$ cat config.mk
export PLATFORM = sky130hd
export DESIGN_NAME = image_pixel_proc
export DESIGN_NICKNAME = d
export VERILOG_FILES = /design/src/rtl/image_pixel_proc.sv
export SDC_FILE = /design/constraint.sdc
export NUM_CORES = 1
export LEC_CHECK = 0
export CAP_MARGIN = 40
export CORE_MARGIN = 10
export CORE_UTILIZATION = 54
export DETAILED_ROUTE_END_ITERATION = 16
export PLACE_DENSITY = 0.88
export SETUP_SLACK_MARGIN = 0.4
export SYNTH_ARGS = -nofsm -noshare
export SYNTH_HDL_FRONTEND = slang
export SYNTH_SLANG_ARGS = --single-unit
$ cat constraint.sdc
create_clock -name HCLK -period 4.25 [get_ports HCLK]
set_input_delay 0.85 -clock HCLK [delete_from_list [all_inputs] [get_ports HCLK]]
set_output_delay 0.85 -clock HCLK [all_outputs]
set_load 0.005 [all_outputs]
$ cat src/rtl/image_pixel_proc.sv
// Streaming RGB point-operation engine: one WIDTH x HEIGHT frame per start,
// PPC pixels per beat, valid/ready on both sides, two-stage pipeline.
module image_pixel_proc #(
  parameter int WIDTH  = 768,
  parameter int HEIGHT = 512,
  parameter int DW     = 8,
  parameter int PPC    = 2
) (
  input  logic                  HCLK,
  input  logic                  HRESETn,
  input  logic                  start,
  input  logic [2:0]            cfg_mode,
  input  logic [DW-1:0]         cfg_value,
  input  logic [DW-1:0]         cfg_threshold,
  input  logic                  in_valid,
  output logic                  in_ready,
  input  logic [3*DW*PPC-1:0]   in_data,
  output logic                  out_valid,
  input  logic                  out_ready,
  output logic [3*DW*PPC-1:0]   out_data,
  output logic                  out_eol,
  output logic                  out_eof,
  output logic                  busy,
  output logic                  ctrl_done
);

  localparam int BW = 3*DW*PPC;
  localparam int SW = DW+2;
  localparam int CW = $clog2(WIDTH+1);
  localparam int RW = $clog2(HEIGHT+1);
  localparam logic [CW-1:0] COL_LAST = CW'(WIDTH-PPC);
  localparam logic [RW-1:0] ROW_LAST = RW'(HEIGHT-1);
  localparam logic [DW-1:0] MAX      = '1;
  localparam logic [SW-1:0] THREE    = SW'(3);

  localparam logic [1:0] ST_IDLE  = 2'd0;
  localparam logic [1:0] ST_RUN   = 2'd1;
  localparam logic [1:0] ST_FLUSH = 2'd2;

  logic [1:0]    state_q, state_d;
  logic [CW-1:0] col_q, col_d;
  logic [RW-1:0] row_q, row_d;
  logic [2:0]    mode_q, mode_d;
  logic [DW-1:0] value_q, value_d;
  logic [DW-1:0] thr_q, thr_d;

  logic              s1_valid_q, s1_valid_d;
  logic [BW-1:0]     s1_data_q, s1_data_d;
  logic [SW*PPC-1:0] s1_sum_q, s1_sum_d;
  logic              s1_eol_q, s1_eol_d;
  logic              s1_eof_q, s1_eof_d;

  logic          out_valid_q, out_valid_d;
  logic [BW-1:0] out_data_q, out_data_d;
  logic          out_eol_q, out_eol_d;
  logic          out_eof_q, out_eof_d;

  logic              advance;
  logic              accept;
  logic              beat_eol;
  logic              beat_eof;
  logic [SW*PPC-1:0] in_sum;
  logic [BW-1:0]     proc_data;

  // Per-pixel operation; component k=0 is B, k=2 is R.
  function automatic logic [3*DW-1:0] pix_op(
    input logic [3*DW-1:0] p,
    input logic [SW-1:0]   sum,
    input logic [2:0]      mode,
    input logic [DW-1:0]   val,
    input logic [DW-1:0]   thr
  );
    logic [DW-1:0]   grey;
    logic [DW-1:0]   c;
    logic [DW-1:0]   res;
    logic [DW:0]     wide;
    logic [3*DW-1:0] r;
    grey = DW'(sum / THREE);
    r    = p;
    for (int k = 0; k < 3; k++) begin
      c    = p[k*DW +: DW];
      wide = {1'b0, c} + {1'b0, val};
      case (mode)
        3'd1:    res = wide[DW] ? MAX : wide[DW-1:0];
        3'd2:    res = (c > val) ? (c - val) : '0;
        3'd3:    res = MAX - grey;
        3'd4:    res = (grey > thr) ? MAX : '0;
        default: res = c;
      endcase
      r[k*DW +: DW] = res;
    end
    return r;
  endfunction

  genvar gi;
  generate
    for (gi = 0; gi < PPC; gi++) begin : g_pix
      assign in_sum[gi*SW +: SW] = SW'(in_data[gi*3*DW + 2*DW +: DW])
                                 + SW'(in_data[gi*3*DW + DW +: DW])
                                 + SW'(in_data[gi*3*DW +: DW]);
      assign proc_data[gi*3*DW +: 3*DW] = pix_op(s1_data_q[gi*3*DW +: 3*DW],
                                                 s1_sum_q[gi*SW +: SW],
                                                 mode_q, value_q, thr_q);
    end
  endgenerate

  assign advance   = !out_valid_q || out_ready;
  assign in_ready  = (state_q == ST_RUN) && advance;
  assign accept    = in_valid && in_ready;
  assign beat_eol  = (col_q == COL_LAST);
  assign beat_eof  = beat_eol && (row_q == ROW_LAST);
  // Completion is combinational with the final output handshake.
  assign ctrl_done = (state_q == ST_FLUSH) && out_valid_q && out_ready && out_eof_q;

  assign out_valid = out_valid_q;
  assign out_data  = out_data_q;
  assign out_eol   = out_eol_q;
  assign out_eof   = out_eof_q;
  assign busy      = (state_q != ST_IDLE);

  always_comb begin
    state_d = state_q;
    col_d   = col_q;
    row_d   = row_q;
    mode_d  = mode_q;
    value_d = value_q;
    thr_d   = thr_q;
    case (state_q)
      ST_IDLE: begin
        if (start) begin
          state_d = ST_RUN;
          mode_d  = cfg_mode;
          value_d = cfg_value;
          thr_d   = cfg_threshold;
          col_d   = '0;
          row_d   = '0;
        end
      end
      ST_RUN: begin
        if (accept) begin
          if (beat_eol) begin
            col_d = '0;
            row_d = beat_eof ? '0 : row_q + RW'(1);
            if (beat_eof) state_d = ST_FLUSH;
          end else begin
            col_d = col_q + CW'(PPC);
          end
        end
      end
      ST_FLUSH: begin
        if (ctrl_done) state_d = ST_IDLE;
      end
      default: state_d = ST_IDLE;
    endcase
  end

  always_comb begin
    s1_valid_d  = s1_valid_q;
    s1_data_d   = s1_data_q;
    s1_sum_d    = s1_sum_q;
    s1_eol_d    = s1_eol_q;
    s1_eof_d    = s1_eof_q;
    out_valid_d = out_valid_q;
    out_data_d  = out_data_q;
    out_eol_d   = out_eol_q;
    out_eof_d   = out_eof_q;
    if (advance) begin
      s1_valid_d  = accept;
      s1_data_d   = in_data;
      s1_sum_d    = in_sum;
      s1_eol_d    = accept && beat_eol;
      s1_eof_d    = accept && beat_eof;
      out_valid_d = s1_valid_q;
      out_data_d  = proc_data;
      out_eol_d   = s1_eol_q;
      out_eof_d   = s1_eof_q;
    end
  end

  always_ff @(posedge HCLK or negedge HRESETn) begin
    if (!HRESETn) begin
      state_q     <= ST_IDLE;
      col_q       <= '0;
      row_q       <= '0;
      mode_q      <= '0;
      value_q     <= '0;
      thr_q       <= '0;
      s1_valid_q  <= 1'b0;
      s1_data_q   <= '0;
      s1_sum_q    <= '0;
      s1_eol_q    <= 1'b0;
      s1_eof_q    <= 1'b0;
      out_valid_q <= 1'b0;
      out_data_q  <= '0;
      out_eol_q   <= 1'b0;
      out_eof_q   <= 1'b0;
    end else begin
      state_q     <= state_d;
      col_q       <= col_d;
      row_q       <= row_d;
      mode_q      <= mode_d;
      value_q     <= value_d;
      thr_q       <= thr_d;
      s1_valid_q  <= s1_valid_d;
      s1_data_q   <= s1_data_d;
      s1_sum_q    <= s1_sum_d;
      s1_eol_q    <= s1_eol_d;
      s1_eof_q    <= s1_eof_d;
      out_valid_q <= out_valid_d;
      out_data_q  <= out_data_d;
      out_eol_q   <= out_eol_d;
      out_eof_q   <= out_eof_d;
    end
  end

endmodule

==> results.md <==
* Tcrit/Tclk final at 1.060
* Post-Syn Area at 14,180 um2
* Worst r2r src: s1_sum_q[17]$_DFFE_PN0N_
* Worst R2R Setup Slack at -250 ps
* Setup violators final at 46
* HPWL Detailed at 35.29 mm
* Worst Hold Class: input pin to async pin
* Drt wl/cell at around 21 um
* # diodes at 0
* Synth Instances at roughly 1,800
* Syn nets at approximately 2,000
* Worst setup EP type: flop
* Sw frac at 0.4434
* Number of synthesized register bits at between 150 and 200
* EDFF count, synth at 0
* Leak Pwr at between 7 and 8 nW
* First-pass GRT wire length at about 76 mm
* Port Buffer Count at 125
* Sequential share of power at 0.249
* Clk_skew at roughly 15 ps
* RSZ-0062 raised after global routing: true
* Clk_lat worst skew at about 460 ps
* CTS H-tree lvls at 4
* Peak supply drop at 0.2777 mV
* Unique masters post-synth at slightly above 80
* Worst path required time at around 4600 ps
* Power Dens Cells at between 500 and 600 nW/um2
* R2r endpoint: out_data[36]$_DFFE_PN0N_
* Tmin final at about 4500 ps
* Comb pwr share at 0.578
* Initial antenna violation count at 0
* Fmax at between 200 and 250 MHz
* CTS tree: done
* # IOs at around 130
* P&R area growth vs syn at 23.99%
* Post-Route WL at ~49 mm
* P_sw at around 4 mW
* Placer's final routability congestion estimate at 0.9714
* Internal at just over 5 mW
* Clock net sink count at ~160
* Die area at ~33,000 um2
* Setup Crit Path Kind: flop to flop
* CTS Buf Count at 17
* DRC Markers at 0
* Via count at roughly 15,000
* Ys flop type: dfrtp_1
* Cell area after layout at 17,590 um2
* Site row count at 59
* Fraction of registers with async set/reset at 1.000
* Nets@finish at between 2,000 and 2,500
* Worst-path clk slew at approximately 70 ps
* Setup Slack @ Placement at -364.0 ps
* Synth Warn # at 0
* Layout Utilization at 0.6769
* Total gr overflow at 0
* FF/Latch Area at 4061 um2
* Antenna violation net count after detailed routing at 0
* Worst Path Max Fanout at 5
* Endpoints failing hold at 0
* Die Ht at roughly 180 um
* Die width at about 180 um
* Crit path DAT at roughly 4800 ps
* # hold bufs at CTS at 0
* Status: complete, but fails checks
* Pin count of the biggest net entering global routing at 77
* Root cell of the clock tree: clkbuf_16
* Core ar. at ~26,000 um2
* Share of cells above drive strength 1 at 0.1392
* Total track usage at 0.2829
* Max clock buf depth at 2
* Initial Utilization at 0.5459
* Setup ws final at -253.6 ps
* Clock power frac at 0.173
* Hold WS at 272.9 ps
* Post-synthesis sequential area ratio at 0.2858
* Setup crit start kind: flop
* Fillers at between 2,000 and 2,500
* Power Total at about 9.0 mW
* Failing checks: negative setup slack
* Syn Area/Cell at 8.060 um2
* Least-Margin Pin Slew at 856.4 ps
* Slew Viols, Final at 0
* Number of max-cap violations at 0
* DR vias/cell at approximately 6.4
* Number of global-route vias before repair at ~14,000
* Drt first-iter violations at 1,554
* DP Area at approximately 16,000 um2
* Drt pass-1 iters at 8
* Worst R2R Path Depth at 23
* Slew margin rel. at 0.4291
* Area of the multi-input gates at roughly 10000 um2
## cells in the final DEF, fill, tap and decap left out, types with 7 or more instances in the layout
cell             netlist  layout
nand2_1              256     256
dfrtp_1              162     156
o21ai_0              167     146
ha_1                 130     126
a21oi_1              138     125
clkdlybuf4s50_1        0     124
inv_1                121     121
nor2_1               111     106
buf_4                  4      99
xnor2_1               39      36
nand2b_1              32      31
fa_1                  30      30
o21bai_1              25      25
nand3_1               29      24
or3_1                 24      24
a31oi_1               26      23
nor3_1                27      21
nor2b_1               23      21
a21o_1                21      21
o21ai_1                4      20
o22ai_1               23      20
o31ai_1               20      18
o211ai_1              17      17
nand4_1               17      17
clkbuf_16              0      17
o21a_1                14      14
buf_6                  4      13
a21oi_2                0      11
xor2_1                12      11
a211o_1               10      10
mux2_2                10      10
and3_1                 9       9
a211oi_1              13       8
o221ai_1              10       8
mux2i_1                8       7
## sequential cells by signal, indices dropped and copies added (netlist names)
register / count
col_q: 9
row_q: 10
value_q: 8
out_eol: 1
thr_q: 8
state_q: 2
out_valid: 1
s1_eol_q: 1
s1_data_q: 48
out_data: 48
mode_q: 3
s1_valid_q: 1
s1_sum_q: 20
s1_eof_q: 1
out_eof: 1
## synth_stat cells, drive strengths merged (7+ instances only)
cell type	count	share of area
xor2	12	0.0074
nor3b	10	0.0056
o21a	14	0.0074
o22ai	23	0.010
fa	30	0.042
or2	7	0.0031
a21o	21	0.011
nor2	111	0.029
mux2	10	0.0079
o31ai	20	0.011
a21oi	138	0.049
nand3	29	0.010
o221ai	10	0.0062
and2	7	0.0031
nand4	17	0.0075
xnor2	40	0.025
inv	121	0.032
nor3	27	0.0095
nor2b	24	0.011
mux2i	8	0.0056
a221oi	11	0.0072
a211o	10	0.0062
or3	24	0.011
buf	22	0.0099
nand2	256	0.068
ha	130	0.11
o21ai	171	0.060
a211oi	15	0.0086
o211ai	17	0.0090
a31oi	26	0.011
o21bai	25	0.013
dfrtp	162	0.29
and3	9	0.0040
a2111oi	10	0.0071
clkbuf	70	0.019
nand2b	32	0.014
## power by group through the flow
stage                     combinational [mW]  clock (mW)  sequential, mW
after floorplan                         3.12           0            2.07
after global placement                  4.54           0            2.23
after detailed placement                4.67           0            2.24
after CTS                               4.98        1.57            2.22
after global routing                    5.67        1.63            2.28
final                                   5.22        1.56            2.25
## worst max path at each step
stage,slack [ps],start,cells after the start,endpoint
finish,-250,s1_sum_q[17]$_DFFE_PN0N_,23,out_data[36]$_DFFE_PN0N_
global route,-480,s1_sum_q[17]$_DFFE_PN0N_,23,out_data[36]$_DFFE_PN0N_
CTS,-160,s1_sum_q[7]$_DFFE_PN0N_,24,out_data[7]$_DFFE_PN0N_
detailed placement,-360,s1_sum_q[17]$_DFFE_PN0N_,24,out_data[36]$_DFFE_PN0N_
global placement,-50,s1_sum_q[18]$_DFFE_PN0N_,23,out_data[36]$_DFFE_PN0N_
floorplan,160,s1_sum_q[15]$_DFFE_PN0N_,20,out_data[36]$_DFFE_PN0N_
## through the flow
stage               TNS (ps)  cells
floorplan                  0   1760
global placement      -284.6   2223
detailed placement     -9428   2227
CTS                    -2828   2272
global route          -16730   2275
finish                 -5282   2275
## layout make-up
| type | count | share of cell area |
|---|---|---|
| Sequential cell | 162 | 0.2309 |
| Tap cell | 335 | 0.02383 |
| Timing Repair Buffer | 240 | 0.1263 |
| Inverter | 121 | 0.02582 |
| Clock inverter | 15 | 0.009390 |
| Clock buffer | 17 | 0.02419 |
| Multi-Input combinational cell | 1385 | 0.5596 |
## worst max-delay path, cell delays in order (launching register included)
cell       delay (ps)
dfrtp_2           440
or4bb_4           560
a21oi_2           150
o22a_1            190
nor2_2             60
xnor2_1           200
nand2_1           100
o21ai_2           170
ha_4              240
a21oi_4           170
o2bb2ai_2         120
a221o_1           170
a221oi_2           70
nor2_1            120
ha_2              170
nor2b_1            40
o21a_1            170
o21ai_2           130
a21oi_2            70
o221ai_2          150
buf_6             150
o211ai_1          220
a311oi_1          380
o31ai_1           100
## cell families after synthesis
family | Yosys count | share of synthesized area
AOI/OAI and AO/OA | 572 | 0.2569
muxes | 18 | 0.01358
adders and majority gates | 161 | 0.1577
buffers and inverters | 213 | 0.06042
xor gates and xnor gates | 52 | 0.03264
DFF | 162 | 0.2858
and+or+nand+nor | 582 | 0.1929
## routing by layer
| metal | part of all wire | track usage |
|---|---|---|
| met1 | 0.39 | 0.3516 |
| met2 | 0.47 | 0.4658 |
| met3 | 0.092 | 0.05163 |
| met4 | 0.052 | 0.1350 |
| met5 | 0 | 0 |
## what timing repair did
item | CTS | global route
resized for setup | 63 | 38
setup endpoints to repair | 48 | 48
buffers inserted | 13 | 3
pin swaps | 29 | 21
Power figures use the tool's default switching activity.
